**src/rtl/mcc_control_unit_pkg.sv**
```systemverilog
// Shared constants for the multi-cycle 24-bit CPU control unit: opcodes,
// ALU operations, FSM state encoding and datapath mux encodings.
package mcc_control_unit_pkg;

   localparam int DATA_W_DEF = 24;
   localparam int ADDR_W_DEF = 11;
   localparam int OP_W_DEF   = 4;

   typedef enum logic [2:0] {
      ST_FETCH  = 3'd0,
      ST_DECODE = 3'd1,
      ST_EXEC   = 3'd2,
      ST_MEM    = 3'd3,
      ST_WB     = 3'd4,
      ST_HALT   = 3'd5
   } state_t;

   localparam logic [3:0] OPC_NOP  = 4'd0;
   localparam logic [3:0] OPC_ADD  = 4'd1;
   localparam logic [3:0] OPC_SUB  = 4'd2;
   localparam logic [3:0] OPC_AND  = 4'd3;
   localparam logic [3:0] OPC_OR   = 4'd4;
   localparam logic [3:0] OPC_XOR  = 4'd5;
   localparam logic [3:0] OPC_SLL  = 4'd6;
   localparam logic [3:0] OPC_SRL  = 4'd7;
   localparam logic [3:0] OPC_ADDI = 4'd8;
   localparam logic [3:0] OPC_LW   = 4'd9;
   localparam logic [3:0] OPC_SW   = 4'd10;
   localparam logic [3:0] OPC_BEQ  = 4'd11;
   localparam logic [3:0] OPC_BNE  = 4'd12;
   localparam logic [3:0] OPC_JMP  = 4'd13;
   localparam logic [3:0] OPC_SLT  = 4'd14;
   localparam logic [3:0] OPC_HALT = 4'd15;

   localparam logic [3:0] ALU_ADD  = 4'd0;
   localparam logic [3:0] ALU_SUB  = 4'd1;
   localparam logic [3:0] ALU_AND  = 4'd2;
   localparam logic [3:0] ALU_OR   = 4'd3;
   localparam logic [3:0] ALU_XOR  = 4'd4;
   localparam logic [3:0] ALU_SLL  = 4'd5;
   localparam logic [3:0] ALU_SRL  = 4'd6;
   localparam logic [3:0] ALU_SLT  = 4'd7;
   localparam logic [3:0] ALU_PASS = 4'd8;

   localparam logic [1:0] PCS_ALU   = 2'd0;
   localparam logic [1:0] PCS_BUF   = 2'd1;
   localparam logic [1:0] PCS_JUMP  = 2'd2;
   localparam logic [1:0] PCS_RESET = 2'd3;

   localparam logic       SRCA_PC   = 1'b0;
   localparam logic       SRCA_REGA = 1'b1;

   localparam logic [1:0] SRCB_REGB = 2'd0;
   localparam logic [1:0] SRCB_ONE  = 2'd1;
   localparam logic [1:0] SRCB_IMM  = 2'd2;
   localparam logic [1:0] SRCB_1023 = 2'd3;

   // Maps an R-type opcode onto the ALU operation it executes.
   function automatic logic [3:0] rtype_alu_op(input logic [3:0] opc);
      logic [3:0] op;
      case (opc)
         OPC_ADD: op = ALU_ADD;
         OPC_SUB: op = ALU_SUB;
         OPC_AND: op = ALU_AND;
         OPC_OR:  op = ALU_OR;
         OPC_XOR: op = ALU_XOR;
         OPC_SLL: op = ALU_SLL;
         OPC_SRL: op = ALU_SRL;
         OPC_SLT: op = ALU_SLT;
         default: op = ALU_ADD;
      endcase
      return op;
   endfunction

endpackage

```
**src/rtl/mcc_alu.sv**
```systemverilog
// Combinational ALU of the multi-cycle CPU, with a zero flag on the result.
module mcc_alu
   import mcc_control_unit_pkg::*;
#(
   parameter int DATA_W = DATA_W_DEF
) (
   input  logic [3:0]        alu_op,
   input  logic [DATA_W-1:0] a,
   input  logic [DATA_W-1:0] b,
   output logic [DATA_W-1:0] result,
   output logic              zero
);

   logic [4:0] shamt_s;
   logic       shift_ok_s;

   assign shamt_s    = b[4:0];
   assign shift_ok_s = (32'(shamt_s) < 32'(DATA_W));

   // Operation select; shifts past the word width flush to zero.
   always_comb begin
      result = '0;
      case (alu_op)
         ALU_ADD:  result = a + b;
         ALU_SUB:  result = a - b;
         ALU_AND:  result = a & b;
         ALU_OR:   result = a | b;
         ALU_XOR:  result = a ^ b;
         ALU_SLL:  result = shift_ok_s ? (a << shamt_s) : '0;
         ALU_SRL:  result = shift_ok_s ? (a >> shamt_s) : '0;
         ALU_SLT:  result = {{(DATA_W-1){1'b0}}, ($signed(a) < $signed(b))};
         ALU_PASS: result = b;
         default:  result = '0;
      endcase
   end

   assign zero = (result == '0);

endmodule

```
**src/rtl/mcc_fsm.sv**
```systemverilog
// Multi-cycle control FSM: Moore strobes per state plus the Mealy branch
// PC write, which depends on the ALU zero flag during EXEC.
module mcc_fsm
   import mcc_control_unit_pkg::*;
#(
   parameter int OP_W = OP_W_DEF
) (
   input  logic            clock,
   input  logic            reset,
   input  logic [OP_W-1:0] opcode,
   input  logic            zero,
   output logic            ir_write,
   output logic            reg_write,
   output logic            mem_select,
   output logic            mem_to_reg,
   output logic            mem_read_not_write,
   output logic [1:0]      pc_source,
   output logic            alu_src_a,
   output logic [1:0]      alu_src_b,
   output logic [3:0]      alu_op,
   output logic            pc_write
);

   state_t     state_r;
   state_t     next_state_s;
   logic [3:0] opc_s;

   assign opc_s = 4'(opcode);

   // State register; reset aborts any instruction in flight.
   always_ff @(posedge clock) begin
      if (reset) begin
         state_r <= ST_FETCH;
      end else begin
         state_r <= next_state_s;
      end
   end

   // Next-state sequencing by opcode.
   always_comb begin
      next_state_s = ST_FETCH;
      case (state_r)
         ST_FETCH:  next_state_s = ST_DECODE;
         ST_DECODE: begin
            if (opc_s == OPC_NOP) begin
               next_state_s = ST_FETCH;
            end else if (opc_s == OPC_HALT) begin
               next_state_s = ST_HALT;
            end else begin
               next_state_s = ST_EXEC;
            end
         end
         ST_EXEC: begin
            case (opc_s)
               OPC_ADD, OPC_SUB, OPC_AND, OPC_OR, OPC_XOR,
               OPC_SLL, OPC_SRL, OPC_SLT, OPC_ADDI: next_state_s = ST_WB;
               OPC_LW, OPC_SW:                      next_state_s = ST_MEM;
               default:                             next_state_s = ST_FETCH;
            endcase
         end
         ST_MEM:  next_state_s = (opc_s == OPC_LW) ? ST_WB : ST_FETCH;
         ST_WB:   next_state_s = ST_FETCH;
         ST_HALT: next_state_s = ST_HALT;
         default: next_state_s = ST_FETCH;
      endcase
   end

   // Moore outputs; reset forces every strobe idle and selects the reset PC.
   always_comb begin
      ir_write           = 1'b0;
      reg_write          = 1'b0;
      mem_select         = 1'b0;
      mem_to_reg         = 1'b0;
      mem_read_not_write = 1'b1;
      pc_source          = PCS_ALU;
      alu_src_a          = SRCA_PC;
      alu_src_b          = SRCB_REGB;
      alu_op             = ALU_ADD;
      if (reset) begin
         pc_source = PCS_RESET;
      end else begin
         case (state_r)
            ST_FETCH: begin
               ir_write  = 1'b1;
               alu_src_b = SRCB_ONE;
            end
            ST_DECODE: alu_src_b = SRCB_IMM;
            ST_EXEC: begin
               case (opc_s)
                  OPC_ADD, OPC_SUB, OPC_AND, OPC_OR, OPC_XOR,
                  OPC_SLL, OPC_SRL, OPC_SLT: begin
                     alu_src_a = SRCA_REGA;
                     alu_op    = rtype_alu_op(opc_s);
                  end
                  OPC_ADDI, OPC_LW, OPC_SW: begin
                     alu_src_a = SRCA_REGA;
                     alu_src_b = SRCB_IMM;
                  end
                  OPC_BEQ, OPC_BNE: begin
                     alu_src_a = SRCA_REGA;
                     alu_op    = ALU_SUB;
                     pc_source = PCS_BUF;
                  end
                  OPC_JMP: pc_source = PCS_JUMP;
                  default: pc_source = PCS_ALU;
               endcase
            end
            ST_MEM: begin
               mem_select         = 1'b1;
               mem_read_not_write = (opc_s == OPC_LW);
            end
            ST_WB: begin
               reg_write  = 1'b1;
               mem_to_reg = (opc_s == OPC_LW);
            end
            ST_HALT: pc_source = PCS_ALU;
            default: pc_source = PCS_ALU;
         endcase
      end
   end

   // PC write kept apart from the strobes so zero never feeds back into alu_op.
   always_comb begin
      pc_write = 1'b0;
      if (reset) begin
         pc_write = 1'b0;
      end else begin
         case (state_r)
            ST_FETCH: pc_write = 1'b1;
            ST_EXEC: begin
               case (opc_s)
                  OPC_BEQ: pc_write = zero;
                  OPC_BNE: pc_write = ~zero;
                  OPC_JMP: pc_write = 1'b1;
                  default: pc_write = 1'b0;
               endcase
            end
            default: pc_write = 1'b0;
         endcase
      end
   end

endmodule

```
**src/rtl/mcc_control_unit.sv**
```systemverilog
// Sequencing core of the multi-cycle CPU: control FSM, ALU and the PC register.
module mcc_control_unit
   import mcc_control_unit_pkg::*;
#(
   parameter int                DATA_W   = DATA_W_DEF,
   parameter int                ADDR_W   = ADDR_W_DEF,
   parameter int                OP_W     = OP_W_DEF,
   parameter logic [ADDR_W-1:0] RESET_PC = ADDR_W'(1024)
) (
   input  logic              clock,
   input  logic              reset,
   input  logic [OP_W-1:0]   opcode,
   input  logic [DATA_W-1:0] alu_a,
   input  logic [DATA_W-1:0] alu_b,
   input  logic [ADDR_W-1:0] next_pc,
   output logic [DATA_W-1:0] alu_result,
   output logic              zero,
   output logic [ADDR_W-1:0] pc,
   output logic              ir_write,
   output logic              reg_write,
   output logic              mem_select,
   output logic              mem_to_reg,
   output logic              mem_read_not_write,
   output logic [1:0]        pc_source,
   output logic              alu_src_a,
   output logic [1:0]        alu_src_b,
   output logic [3:0]        alu_op
);

   logic              pc_write_s;
   logic [ADDR_W-1:0] pc_r;

   mcc_fsm #(
      .OP_W (OP_W)
   ) u_fsm (
      .clock              (clock),
      .reset              (reset),
      .opcode             (opcode),
      .zero               (zero),
      .ir_write           (ir_write),
      .reg_write          (reg_write),
      .mem_select         (mem_select),
      .mem_to_reg         (mem_to_reg),
      .mem_read_not_write (mem_read_not_write),
      .pc_source          (pc_source),
      .alu_src_a          (alu_src_a),
      .alu_src_b          (alu_src_b),
      .alu_op             (alu_op),
      .pc_write           (pc_write_s)
   );

   mcc_alu #(
      .DATA_W (DATA_W)
   ) u_alu (
      .alu_op (alu_op),
      .a      (alu_a),
      .b      (alu_b),
      .result (alu_result),
      .zero   (zero)
   );

   // PC register; only ever updated on an edge.
   always_ff @(posedge clock) begin
      if (reset) begin
         pc_r <= RESET_PC;
      end else if (pc_write_s) begin
         pc_r <= next_pc;
      end else begin
         pc_r <= pc_r;
      end
   end

   assign pc = pc_r;

endmodule

```
**config.mk**
```make
export PLATFORM = sky130hd
export DESIGN_NAME = mcc_control_unit
export DESIGN_NICKNAME = d
export VERILOG_FILES = /design/src/rtl/mcc_control_unit_pkg.sv /design/src/rtl/mcc_alu.sv /design/src/rtl/mcc_fsm.sv /design/src/rtl/mcc_control_unit.sv
export SDC_FILE = /design/constraint.sdc
export NUM_CORES = 1
export LEC_CHECK = 0
export ABC_AREA = 1
export BUFFER_PORTS_ARGS = -buffer_cell sky130_fd_sc_hd__clkbuf_2
export CELL_PAD_IN_SITES_DETAIL_PLACEMENT = 1
export CELL_PAD_IN_SITES_GLOBAL_PLACEMENT = 2
export CORE_MARGIN = 8
export CORE_UTILIZATION = 29
export CTS_CLUSTER_SIZE = 28
export DETAILED_ROUTE_END_ITERATION = 12
export HOLD_SLACK_MARGIN = 0.15
export PLACE_DENSITY = 0.81
export SYNTH_ARGS = -nofsm -noshare
export SYNTH_HDL_FRONTEND = slang
export SYNTH_SLANG_ARGS = --single-unit
```
**constraint.sdc**
```tcl
create_clock -name clock -period 4 [get_ports clock]
set_input_delay 0.4 -clock clock [delete_from_list [all_inputs] [get_ports clock]]
set_output_delay 0.4 -clock clock [all_outputs]
set_load 0.02 [all_outputs]
```
==> results.yml <==
status:
  status: "finished clean"
run:
  timing.max_cap.violations: 0
route:
  drt_wl_total_um: 44400
  post_drt_via_cell_ratio: 5.25
  antenna_violating_nets_post_route: 0
  drc: 0
  detail_route.wl_per_cell_um: 20.0
  vias: 11600
  dr.first_iter.drc_count: 881
  detail_route.first_pass.iterations: 5
critical_path:
  startpoint_type: "primary input"
  crit-reg2reg-launch: "u_fsm.state_r[2]"
  worst_path_most_repeated_cell: "nor2_1"
  cp.required_ns: 3.60
  cp_cell_sequence: "clkbuf_2, inv_1, ha_1, nor2_1, nor2_1, nor2_2, nand2_4, nand3_2, nand2_4, buf_4, nand2_2, nor2_1, buf_4, nand2_1, nand2_1, nor2_1, nand2_1, nor2_1, nand2_1, nor2_1, buf_4, nand3_1, inv_1, clkbuf_2"
  cp_max_fo: 17
  max_stage_delay_ns: 0.24
  worstSetupPathType: "in2out"
  path_buf_inv: 7
  reg2reg_setup_slack_ns: 0.47
  end_kind: "primary output"
  worst_r2r_path_depth: 22
  cp_slowest_cell: "ha_1"
  cp.arrival_ns: 3.41
  worst_path_top_cell_family_by_delay: "simple AND/OR/NAND/NOR gates"
  r2r_path_end: "pc[5]"
final_layout:
  layout.cells.non_filler: 2215
  final_common_cell: "nand2_1"
  drive_above_1_share: 0.116
  diodes: 0
  layout-area-overhead-vs-synth_pct: 13.9
  nets: 1977
  final_cell_mix: "nand2_1 (550), nand3_1 (322), nor2_1 (236)"
synth:
  dominant_combinational_cell_family_by_area_after_synthesis: "simple AND/OR/NAND/NOR gates"
  synth-warning-count: 0
  synth_nets: 1889
  synth.avg_cell_area_sq_um: 4.88
  synth.top_cell.area_share: 0.243
  fraction_of_registers_with_async_set_or_reset_after_synthesis: 0
  synth-xor-area-share: 0.0165
  synth-edff-count: 0
  synth.area.mux_share: 0
  synthesis.area_sq_um: 8520
  synthTopCellsByArea: "nand2_1 (24%), nand3_1 (19%), ha_1 (11%)"
  yosys_most_used_dff: "dfxtp_1"
  post_synth_fa_ha_maj_area_fraction: 0.119
  synth_cells: 1744
  synth_top_area_cell: "nand2_1"
  ys_seq_elements: 14
  seq_area_frac_synth: 0.0329
  synth_simple_gate_area_share: 0.606
  synth_compound_area_frac: 0.0712
  yosysUniqueCellTypes: 43
sta:
  report.final.hold_viol_count: 0
  clock_skew_ns: 0.00104
  report.final.slew_viol_count: 0
  final.setup.tns_ns: 0
  period_utilisation_layout: 0.952
  rsz_0062_raised_after_global_routing: "no"
  slew-limit-headroom: 0.468
  finalCriticalPeriod_ns: 3.81
  max_slew.worst_pin.slew_ns: 0.797
  maximum_achievable_frequency_mhz: 263
  setup_viol_count_final: 0
cts:
  cts.root.buffer_cell: "clkbuf_16"
  ctsHoldBuffers: 0
  tritoncts_num_sinks: 14
  cts_made_buffers: 3
  clock_path_buffers: 2
  cts_tree: "done"
  cts_max_level: 1
  clkSlewWorstSetupHoldPaths_ns: 0.05
  clock_latency_ns: 0.25
  postCtsSetupBuffers: 0
  cts_resized: 0
hold_path:
  hold_start: "next_pc[10]"
  whs_endpoint: "pc[10]"
  hold_path.class: "in2reg"
  number_of_stages_on_the_worst_hold_path: 3
global_routing:
  antenna_violations_before_repair: 0
  grt_max_degree: 54
  sum_of_overflow_across_all_layers_after_global_routing: 0
  grt_util_all_layers: 0.242
  grt_pass1_vias: 11500
  first_pass_grt_wire_length_um: 67600
floorplanning:
  initial_core_util: 0.296
  core_area_sq_um: 28800
  die_height_um: 187
  floorplan.die_area_sq_um: 35100
  pin_count: 115
  rows: 62
  die_width_um: 187
placement:
  dp_cells: 2211
  port_buffers: 113
  routabilityCongestion: 0.983
  post-dp-hpwl_um: 37800
pwr:
  largest_vdd_supply_drop_mv: 0.145
  p_per_area_nw_per_um2: 190
  leakage_nw: 5.70
registers in the layout, summed over array words and instances, names as in the netlist:
name and count:
pc 11, u_fsm.state_r 3
routing by layer:
metal	share of wire	vias up	global-route usage
li1	-	5704	-
met1	0.47	5575	0.335
met2	0.46	305	0.405
met3	0.046	51	0.0144
met4	0.024	0	0.0497
met5	0	-	0
Yosys cell counts, types with 12 or more instances:
library cell and n:
buf_2 22, nor3_1 14, xor2_1 15, o21ai_0 34, clkbuf_1 46, nand3_1 322
nand2_1 551, nor2_1 237, nand4_1 41, inv_1 224, dfxtp_1 14, a21oi_1 56
buf_1 12, ha_1 78
power by group:
part	switching (mW)	internal, mW
clock network	0.0694	0.152
registers	0.0127	0.160
logic	1.02	0.432
total	1.10	0.744
logic make-up after synthesis:
family / after synthesis
AOI/OAI and AO/OA: 113
xor gates and xnor gates: 16
adders and majority gates: 80
buffers and inverters: 324
DFF: 14
other: 1
and+or+nand+nor: 1196
worst min-delay path: stages:
cell	delay, ns
clkbuf_2	0.08
nand2_1	0.04
nand3_1	0.05
through the flow:
| step | util | power, mW | hold WS [ns] | setup WS [ns] | cell area, sq um |
|---|---|---|---|---|---|
| after floorplan | - | 1.07 | 0.513 | 0.398 | 8520 |
| after global placement | 0.334 | 1.59 | 0.470 | 0.0521 | 9600 |
| after detailed placement | 0.334 | 1.60 | 0.484 | -0.0240 | 9600 |
| after CTS | 0.337 | 1.83 | 0.348 | 0.146 | 9690 |
| after global routing | 0.337 | 1.99 | 0.381 | 0.00160 | 9700 |
| final | 0.337 | 1.84 | 0.348 | 0.193 | 9700 |
layout make-up:
type                            count  area [sq um]
Clock buffer                        4          88.8
Inverter                          233           877
Sequential cell                    14           280
Timing Repair Buffer              174          1040
Fill cell                        4182         19100
Multi-Input combinational cell   1406          6940
Tap cell                          384           480
how the worst max path moves through the flow:
stage                    from  endpoint  slack (ns)  depth (start not counted)
finish              opcode[0]      zero        0.19                         24
global route        opcode[0]     pc[1]       0.002                         29
CTS                 opcode[0]      zero        0.15                         19
detailed placement  opcode[0]     pc[5]       -0.02                         23
global placement    opcode[0]     pc[8]        0.05                         23
floorplan            alu_b[3]     pc[0]        0.40                         26
Note: power is estimated with default switching activity, not from simulation.
